### src/rtl/scan_demux.sv
// scan_demux: receive end of the 4-digit time-multiplexed display scan bus.
//   Rebuilds four static digit registers from the {scan_bit, scan_data} stream.
//   Each sample must be stable for STABLE_CNT cycles before it is latched.
//   Checks that digits arrive in scan order 0-1-2-3 and counts completed frames.
//
// Optional feature: define SCAN_TIMEOUT_EN to enable stalled-scan detection.
//   With the macro undefined, scan_timeout is tied to 0.
//
// Ports:
//   clk           system clock, rising edge
//   sys_rst       synchronous reset, active-high
//   scan_data[4]  multiplexed digit value
//   scan_bit[2]   digit select 0..3
//   dig0..dig3[4] reconstructed digit values
//   dig_valid[4]  bit d set once digit d latched since reset/timeout
//   frame_done    1-cycle pulse on in-order latch of digit 3
//   seq_err       1-cycle pulse on out-of-order digit
//   frame_cnt[8]  completed-frame count (wraps)
//   scan_timeout  scan stalled
//
// state  | meaning
// S_SYNC | waiting for digit 0 to start a frame
// S_D0   | expecting digit 0 (previous frame just completed)
// S_D1   | expecting digit 1
// S_D2   | expecting digit 2
// S_D3   | expecting digit 3; in-order arrival completes the frame
module scan_demux #(
  parameter int STABLE_CNT = 2,
  parameter int TIMEOUT    = 15,
  parameter int TO_W       = 4
) (
  input  logic       clk,
  input  logic       sys_rst,
  input  logic [3:0] scan_data,
  input  logic [1:0] scan_bit,
  output logic [3:0] dig0,
  output logic [3:0] dig1,
  output logic [3:0] dig2,
  output logic [3:0] dig3,
  output logic [3:0] dig_valid,
  output logic       frame_done,
  output logic       seq_err,
  output logic [7:0] frame_cnt,
  output logic       scan_timeout
);

  localparam int RUN_W = $clog2(STABLE_CNT + 1);

  typedef enum logic [2:0] {S_SYNC, S_D0, S_D1, S_D2, S_D3} state_t;

  state_t          state_q, state_d;
  logic [5:0]      s_q, s_d;
  logic [RUN_W-1:0] run_q, run_d;
  logic [3:0][3:0] digs_q, digs_d;
  logic [3:0]      valid_q, valid_d;
  logic [1:0]      last_q, last_d;
  logic            fd_q, fd_d;
  logic            se_q, se_d;
  logic [7:0]      fc_q, fc_d;

  logic            changed, latch, ev;
  logic [1:0]      ev_dig, exp_dig;

`ifdef SCAN_TIMEOUT_EN
  logic [TO_W-1:0] to_q, to_d;
  logic            tmo_q, tmo_d;
  logic            to_fire;
`else
  logic            unused_cfg;
  assign unused_cfg = ^{TIMEOUT, TO_W};
`endif

  always_comb begin
    case (state_q)
      S_D1:    exp_dig = 2'd1;
      S_D2:    exp_dig = 2'd2;
      S_D3:    exp_dig = 2'd3;
      default: exp_dig = 2'd0;
    endcase
  end

  always_comb begin
    s_d     = {scan_bit, scan_data};
    changed = (s_d != s_q);
    run_d   = run_q;
    if (changed)
      run_d = RUN_W'(1);
    else if (run_q != RUN_W'(STABLE_CNT))
      run_d = run_q + 1'b1;
    // Latch once per stable run: on the edge the run count arrives at STABLE_CNT.
    latch   = (run_d == RUN_W'(STABLE_CNT)) && (changed || run_q != RUN_W'(STABLE_CNT));
    ev_dig  = s_d[5:4];

    digs_d  = digs_q;
    valid_d = valid_q;
    last_d  = last_q;
    state_d = state_q;
    fd_d    = 1'b0;
    se_d    = 1'b0;
    ev      = 1'b0;

    if (latch) begin
      digs_d[ev_dig]  = s_d[3:0];
      valid_d[ev_dig] = 1'b1;
      // Same digit as last time is a refresh within one dwell: data only.
      if (ev_dig != last_q) begin
        last_d = ev_dig;
        ev     = 1'b1;
      end
    end

    if (ev) begin
      case (state_q)
        S_SYNC: if (ev_dig == 2'd0) state_d = S_D1;
        default: begin
          if (ev_dig == exp_dig) begin
            case (state_q)
              S_D0:    state_d = S_D1;
              S_D1:    state_d = S_D2;
              S_D2:    state_d = S_D3;
              default: begin
                state_d = S_D0;
                fd_d    = 1'b1;
              end
            endcase
          end else begin
            se_d    = 1'b1;
            state_d = (ev_dig == 2'd0) ? S_D1 : S_SYNC;
          end
        end
      endcase
    end

`ifdef SCAN_TIMEOUT_EN
    to_fire = (to_q == TO_W'(TIMEOUT));
    if (s_d[5:4] != s_q[5:4])
      to_d = '0;
    else if (to_fire)
      to_d = to_q;
    else
      to_d = to_q + 1'b1;
    // to_q is zero only on the edge following a scan_bit change.
    if (to_fire)
      tmo_d = 1'b1;
    else if (to_q == '0)
      tmo_d = 1'b0;
    else
      tmo_d = tmo_q;
    // Timeout takes priority over any event on the same edge; digit data is kept.
    if (to_fire) begin
      state_d = S_SYNC;
      valid_d = '0;
      last_d  = 2'd3;
      fd_d    = 1'b0;
      se_d    = 1'b0;
    end
`endif

    fc_d = fd_d ? fc_q + 8'd1 : fc_q;
  end

  always_ff @(posedge clk) begin
    if (sys_rst) begin
      state_q <= S_SYNC;
      s_q     <= '0;
      run_q   <= '0;
      digs_q  <= '0;
      valid_q <= '0;
      last_q  <= 2'd3;
      fd_q    <= 1'b0;
      se_q    <= 1'b0;
      fc_q    <= '0;
`ifdef SCAN_TIMEOUT_EN
      to_q    <= '0;
      tmo_q   <= 1'b0;
`endif
    end else begin
      state_q <= state_d;
      s_q     <= s_d;
      run_q   <= run_d;
      digs_q  <= digs_d;
      valid_q <= valid_d;
      last_q  <= last_d;
      fd_q    <= fd_d;
      se_q    <= se_d;
      fc_q    <= fc_d;
`ifdef SCAN_TIMEOUT_EN
      to_q    <= to_d;
      tmo_q   <= tmo_d;
`endif
    end
  end

  assign dig0       = digs_q[0];
  assign dig1       = digs_q[1];
  assign dig2       = digs_q[2];
  assign dig3       = digs_q[3];
  assign dig_valid  = valid_q;
  assign frame_done = fd_q;
  assign seq_err    = se_q;
  assign frame_cnt  = fc_q;
`ifdef SCAN_TIMEOUT_EN
  assign scan_timeout = tmo_q;
`else
  assign scan_timeout = 1'b0;
`endif

endmodule

### config.mk
export PLATFORM = sky130hd
export DESIGN_NAME = scan_demux
export DESIGN_NICKNAME = d
export VERILOG_FILES = /design/src/rtl/scan_demux.sv
export SDC_FILE = /design/constraint.sdc
export NUM_CORES = 1
export LEC_CHECK = 0
export ABC_AREA = 1
export CAP_MARGIN = 10
export CORE_UTILIZATION = 40
export CTS_BUF_LIST = sky130_fd_sc_hd__clkbuf_8
export DETAILED_ROUTE_END_ITERATION = 10
export PLACE_DENSITY = 0.72
export SETUP_SLACK_MARGIN = 0.2
export SLEW_MARGIN = 20
export SYNTH_ARGS = -nofsm -noshare
export SYNTH_HDL_FRONTEND = slang
export SYNTH_SLANG_ARGS = --single-unit
### constraint.sdc
create_clock -name clk -period 1.5 [get_ports clk]
set_input_delay 0.3 -clock clk [delete_from_list [all_inputs] [get_ports clk]]
set_output_delay 0.3 -clock clk [all_outputs]
set_load 0.05 [all_outputs]
==> results of run 1 <==
-- metal layers --
layer | wire (microns) | track usage | share of wire | vias to the layer above
met4 | 66 | 0.0523 | 0.012 | 0
met3 | 209 | 0.0511 | 0.039 | 8
met2 | 2870 | 0.386 | 0.54 | 48
li1 | - | - | - | 1021
met5 | 0 | 0 | 0 | -
met1 | 2210 | 0.246 | 0.41 | 947
-- worst max-delay path, cell delays in order (launching register included) --
cell,delay [ns]
dfxtp_1,0.32
xnor2_1,0.18
nand2_2,0.09
nor2_4,0.14
nand4_1,0.16
nor2_4,0.26
nand3_4,0.18
nand2_1,0.11
a21oi_2,0.05
-- synth_stat cells, types with 2 or more instances --
cell      number  share of area
a21oi_1       25          0.062
buf_2          2         0.0050
clkbuf_1       4         0.0074
clkinv_1       2         0.0037
dfxtp_1       43           0.43
ha_1           3          0.019
inv_1         33          0.061
inv_2          8          0.015
nand2_1       70           0.13
nand3_1       14          0.035
nand3_2        3          0.015
nand4_1        9          0.028
nor2_1        29          0.054
nor2_2         2         0.0062
nor2_4         4          0.022
o21a_1         2         0.0074
o21ai_0        5          0.012
xnor2_1        5          0.022
xor2_1         6          0.026
-- metrics by stage --
stage	instances	setup WS, ns	instance area (sq um)	util	hold slack, ns
2_1_floorplan	280	0.0493	2080	-	0.422
3_3_place_gp	405	-0.500	3010	0.630	0.470
6_report	419	-0.110	3420	0.715	0.501
4_1_cts	416	-0.0867	3260	0.681	0.487
3_5_place_dp	405	-0.559	3010	0.630	0.482
5_1_grt	419	-0.213	3420	0.715	0.522
-- power groups by stage --
stage | Sequential (W) | Combinational [W] | Clock (W)
2_1_floorplan | 0.00119 | 0.000110 | 0
3_3_place_gp | 0.00118 | 0.000201 | 0
3_5_place_dp | 0.00118 | 0.000205 | 0
4_1_cts | 0.00116 | 0.000216 | 0.00108
5_1_grt | 0.00116 | 0.000253 | 0.00113
6_report | 0.00116 | 0.000234 | 0.00107
-- cells by family after synthesis --
| kind of cell | after synthesis | share of synthesized area |
|---|---|---|
| XOR/XNOR | 11 | 0.0477 |
| flip-flops | 43 | 0.426 |
| buffers and inverters | 51 | 0.102 |
| AO/OA/AOI/OAI | 35 | 0.0910 |
| AND/OR/NAND/NOR | 136 | 0.313 |
| other | 1 | 0.00186 |
| adder cells (fa/ha/maj) | 3 | 0.0186 |
-- worst paths after layout --
| path | from | to | slack (ns) | depth (start not counted) |
|---|---|---|---|---|
| hold reg to reg | frame_cnt[2] | frame_cnt[2] | 0.50 | 2 |
| hold / removal | frame_cnt[2] | frame_cnt[2] | 0.50 | 2 |
| setup / recovery | s_q[3] | frame_cnt[1] | -0.11 | 8 |
| setup reg to reg | s_q[3] | frame_cnt[1] | -0.11 | 8 |
-- final cells by class --
| cell class | instances | share of cell area |
|---|---|---|
| Multi-Input combinational cell | 187 | 0.352 |
| Timing Repair Buffer | 71 | 0.280 |
| Sequential cell | 43 | 0.256 |
| Inverter | 43 | 0.0497 |
| Tap cell | 67 | 0.0245 |
| Clock buffer | 5 | 0.0201 |
| Clock inverter | 3 | 0.0186 |
-- flip-flops by register name, summed over array words and instances (netlist names) --
name and cells:
dig3 4, frame_done 1, dig1 4, seq_err 1, run_q 2, state_q 3, last_q 2, dig_valid 4
dig2 4, dig0 4, s_q 6, frame_cnt 8
-- repair_timing --
| action | 4_1_cts | 5_1_grt |
|---|---|---|
| resized for setup | 32 | 53 |
| gates cloned | 1 | 0 |
| pin swaps | 16 | 22 |
| endpoints found under the setup margin | 35 | 36 |
| setup buffers | 2 | 3 |
==> metrics.md, run 1 <==
| Metric | Value |
|---|---|
| Via density | `4.83` |
| Crit Path Max Fanout | `7` |
| Comb pwr share | `0.095` |
| Setup ws final | `-0.110 ns` |
| Post-DP HPWL | `3.40 mm` |
| Setup tns final | `-1.75 ns` |
| Initial antenna violation count | `0` |
| Worst endpoint required time | `1.69 ns` |
| Switching part of the total power | `0.226` |
| Leak | `around 1.5 nW` |
| CTS buffer count | `5` |
| H-tree level count | `2` |
| CTS tree | `yes` |
| All-Layer GR Usage | `0.211` |
| Pin count of the biggest net entering global routing | `18` |
| Unrepaired setup endpoints after global routing | `yes` |
| Cell Pwr Density | `719 mW/mm^2` |
| Routability cong. | `between 0.8 and 0.9` |
| Die W | `around 73 microns` |
| Sequential fraction of the synthesis area | `0.426` |
| Vias in the first global route | `1884` |
| Clk slew on worst S/H paths | `0.08 ns` |
| Status | `finished with violations` |
| Seq. cell area | `876 sq um` |
| Clock share of power | `0.433` |
| Commonest cells after routing, fill and taps aside | `nand2_1 (40), dfxtp_1 (31), buf_12 (31)` |
| Layout cell share with drive strength beyond 1 | `0.460` |
| Failing checks | `negative setup slack` |
| First-pass GRT wire length | `about 8.6 mm` |
| Diodes inserted | `0` |
| Final wirelength | `roughly 5.4 mm` |
| Ports | `39` |
| Fin. max-slew vios | `0` |
| Synth Warn # | `0` |
| Max-Cap Viols | `0` |
| Final nets | `362` |
| Buffers on Ports | `37` |
| Clock Skew | `0.00990 ns` |
| Clk sinks | `43` |
| Skew-Pair Late Insertion Delay | `0.30 ns` |
| Sequential power share | `0.472` |
| CP arrival | `roughly 1.8 ns` |
| HP Class | `register to register` |
| FF+latch count, synth | `43` |
| Min Clock Period, post-route | `1.61 ns` |
| Peak VDD IR | `between 0.6 and 0.7 mV` |
| Cell Area, Synth | `0.00202 sq mm` |
| Clk buf depth | `2` |
| Max Freq | `0.621 GHz` |
| CTS root buf | `clkbuf_8` |
| Type of the worst setup path | `register to register` |
| Fraction of registers with async set/reset | `0` |
| Drt pass-1 iters | `4` |
| Post-synth EDFFs | `0` |
| Final period util | `1.07` |
| GR Overflow Total | `0` |
| Remaining DRCs | `0` |
| Gate Count Post-Synth | `280` |
| Syn nets | `just under 300` |
| Final Power | `approximately 0.0025 W` |
| WL per Instance | `12.8 microns` |
| Int Pwr | `0.00191 W` |
| Final setup violation count | `25` |
| Cell row count | `25` |
| Hold_buf cts | `0` |
| Syn Area/Cell | `7.22 sq um` |
| Netlist cell types | `30` |
| Layout fillers | `between 300 and 400` |
| Most used flip-flop cell after synthesis | `dfxtp_1` |
| Critical path endpoint category | `register` |
| Hold Vio Cnt, Final | `0` |
| Core area | `0.00479 sq mm` |
| Remaining antenna violation count | `0` |
| Area of the multi-input gates | `0.00120 sq mm` |
| Synth-to-layout area growth | `69.4%` |
| Die Span Y | `73.1 microns` |
| Crit start category | `register` |
| Sw power | `0.000556 W` |
| Initial Util | `0.422` |
| Routed via count | `2024` |
| Commonest non-fill, non-tap cell in the layout | `nand2_1` |
| Number of DRC markers in iteration 0 | `~110` |
| Die area | `around 0.0053 sq mm` |
Power figures use the tool's default switching activity.
==> inputs of run 2 (changes only) <==
--- a/config.mk
+++ b/config.mk
@@ -7,10 +7,10 @@
 export LEC_CHECK = 0
 export ABC_AREA = 1
 export CAP_MARGIN = 10
-export CORE_UTILIZATION = 40
+export CORE_UTILIZATION = 45
 export CTS_BUF_LIST = sky130_fd_sc_hd__clkbuf_8
 export DETAILED_ROUTE_END_ITERATION = 10
-export PLACE_DENSITY = 0.72
+export PLACE_DENSITY = 0.79
 export SETUP_SLACK_MARGIN = 0.2
 export SLEW_MARGIN = 20
 export SYNTH_ARGS = -nofsm -noshare
==> run 2 against run 1 <==
The flow still finishes with violations (negative setup slack); routed wire length is 16% higher; maximum frequency is 3.6% lower; highest routed layer unchanged; largest power group unchanged; largest cell class unchanged; register-to-register slack worse by 0.06 ns.
==> metrics.md, run 2 (synthesized netlist as in run 1, its figures left out) <==
| Metric | Value |
|---|---|
| All-Layer GR Usage | `0.234` |
| Worst reg2reg setup slack | `-0.17 ns` |
| Fin. max-slew vios | `0` |
| HP Class | `primary input to register` |
| GR Overflow Total | `0` |
| Routability cong. | `about 0.82` |
| DP Worst Slack | `-0.610 ns` |
| Sw power | `a little under 0.0006 W` |
| Worst r2r dst | `frame_cnt[0]` |
| Crit start category | `register` |
| CTS buffer count | `5` |
| Switching part of the total power | `0.233` |
| Reg2reg start | `s_q[1]` |
| Buffers on Ports | `37` |
| CP Capture Point | `frame_cnt[0]` |
| Clk buf depth | `2` |
| Drt pass-1 iters | `4` |
| Die area | `around 0.0048 sq mm` |
| Comb pwr share | `0.107` |
| Largest register FFs | `8` |
| Final period util | `1.11` |
| Cell Pwr Density | `approximately 720 mW/mm^2` |
| Min Clock Period, post-route | `~1.7 ns` |
| Worst endpoint required time | `1.69 ns` |
| Final setup violation count | `34` |
| Clk slew on worst S/H paths | `0.08 ns` |
| Number of DRC markers in iteration 0 | `around 130` |
| Skew-Pair Late Insertion Delay | `0.30 ns` |
| Remaining antenna violation count | `0` |
| Ports | `39` |
| First-pass GRT wire length | `around 9 mm` |
| Layout cell share with drive strength beyond 1 | `0.468` |
| Cell row count | `24` |
| Max Freq | `0.598 GHz` |
| Clock share of power | `0.430` |
| H-tree level count | `2` |
| Final Power | `0.00250 W` |
| Final Non-Filler Cells | `407` |
| Unrepaired setup endpoints after global routing | `yes` |
| CTS root buf | `clkbuf_8` |
| Peak VDD IR | `0.687 mV` |
| Setup tns final | `-3.08 ns` |
| Crit path from | `s_q[1]` |
| CP arrival | `about 1.9 ns` |
| Clk sinks | `43` |
| Remaining DRCs | `0` |
| Initial Util | `0.467` |
| Core area | `approximately 0.0043 sq mm` |
| Pin count of the biggest net entering global routing | `18` |
| Hold Vio Cnt, Final | `0` |
| Synth-to-layout area growth | `70.7%` |
| Final nets | `365` |
| Clock Skew | `between 0.005 and 0.006 ns` |
| Die W | `about 69 microns` |
| Vias in the first global route | `2054` |
| Sequential power share | `0.463` |
| Int Pwr | `0.00192 W` |
| Max-Cap Viols | `0` |
| Cells after DPL | `391` |
| Routed via count | `~2100` |
| Type of the worst setup path | `register to register` |
| Status | `finished with violations` |
| Leak | `1.48 nW` |
| Initial antenna violation count | `0` |
| CTS tree | `yes` |
| WL per Instance | `15.3 microns` |
| Commonest non-fill, non-tap cell in the layout | `nand2_1` |
| Setup ws final | `-0.171 ns` |
| Final wirelength | `6.22 mm` |
| Commonest cells after routing, fill and taps aside | `nand2_1 (43), buf_12 (31), dfxtp_1 (30)` |
| Failing checks | `negative setup slack` |
| Worst r2r path cells | `11` |
| Critical path endpoint category | `register` |
| Diodes inserted | `0` |
| Via density | `5.23` |
| Die Span Y | `69.0 microns` |
| Post-DP HPWL | `between 3 and 4 mm` |
| Crit Path Max Fanout | `4` |
run 2: layer usage:
layer | global-route usage | share of wire | vias up
li1 | - | - | 1030
met1 | 0.259 | 0.38 | 1001
met2 | 0.421 | 0.53 | 72
met3 | 0.0541 | 0.046 | 25
met4 | 0.104 | 0.043 | 0
met5 | 0 | 0 | -
run 2: through the flow:
stage / instance area, sq um / utilization / hold WS (ns)
floorplan: 2080 / - / 0.422
global placement: 3000 / 0.694 / 0.472
detailed placement: 3000 / 0.694 / 0.480
CTS: 3270 / 0.756 / 0.497
global route: 3450 / 0.798 / 0.505
finish: 3450 / 0.798 / 0.497
run 2: how the worst min path moves through the flow:
stage                    to    startpoint  slack (ns)  cells past startpoint
2_1_floorplan        s_q[0]  scan_data[0]        0.42                      2
3_3_place_gp      last_q[0]     last_q[0]        0.47                      2
3_5_place_dp   dig_valid[2]  dig_valid[2]        0.48                      2
4_1_cts        dig_valid[0]  dig_valid[0]        0.50                      2
5_1_grt              s_q[2]  scan_data[2]        0.50                      4
6_report             s_q[2]  scan_data[2]        0.50                      4
run 2: final cells by class:
class / instances / area (sq um)
Multi-Input combinational cell: 187 / 1210
Inverter: 43 / 170
Clock buffer: 5 / 68.8
Timing Repair Buffer: 74 / 987
Clock inverter: 3 / 63.8
Tap cell: 52 / 65.1
Sequential cell: 43 / 885
Fill cell: 252 / 875
run 2: power groups by stage:
stage                     sequential (W)  clock (W)  combinational [W]
after floorplan                  0.00119          0           0.000110
after global placement           0.00118          0           0.000204
after detailed placement         0.00119          0           0.000207
after CTS                        0.00116    0.00107           0.000225
after global routing             0.00116    0.00111           0.000279
final                            0.00116    0.00108           0.000266
run 2: critical path, cell delays in order (launching register included):
cell	delay, ns
dfxtp_2	0.35
inv_2	0.07
nand2_2	0.06
nand2_2	0.07
nand2_2	0.07
nor2_4	0.12
buf_4	0.13
nand4_4	0.17
nor2_4	0.20
nand3_2	0.12
nor2_1	0.14
nor2_1	0.07
run 2: repair_timing:
action,in CTS,in global routing
setup endpoints to repair,36,36
resized for setup,46,44
hold buffers,0,0
cloned,1,0
pin swaps,20,18
buffers inserted,1,6
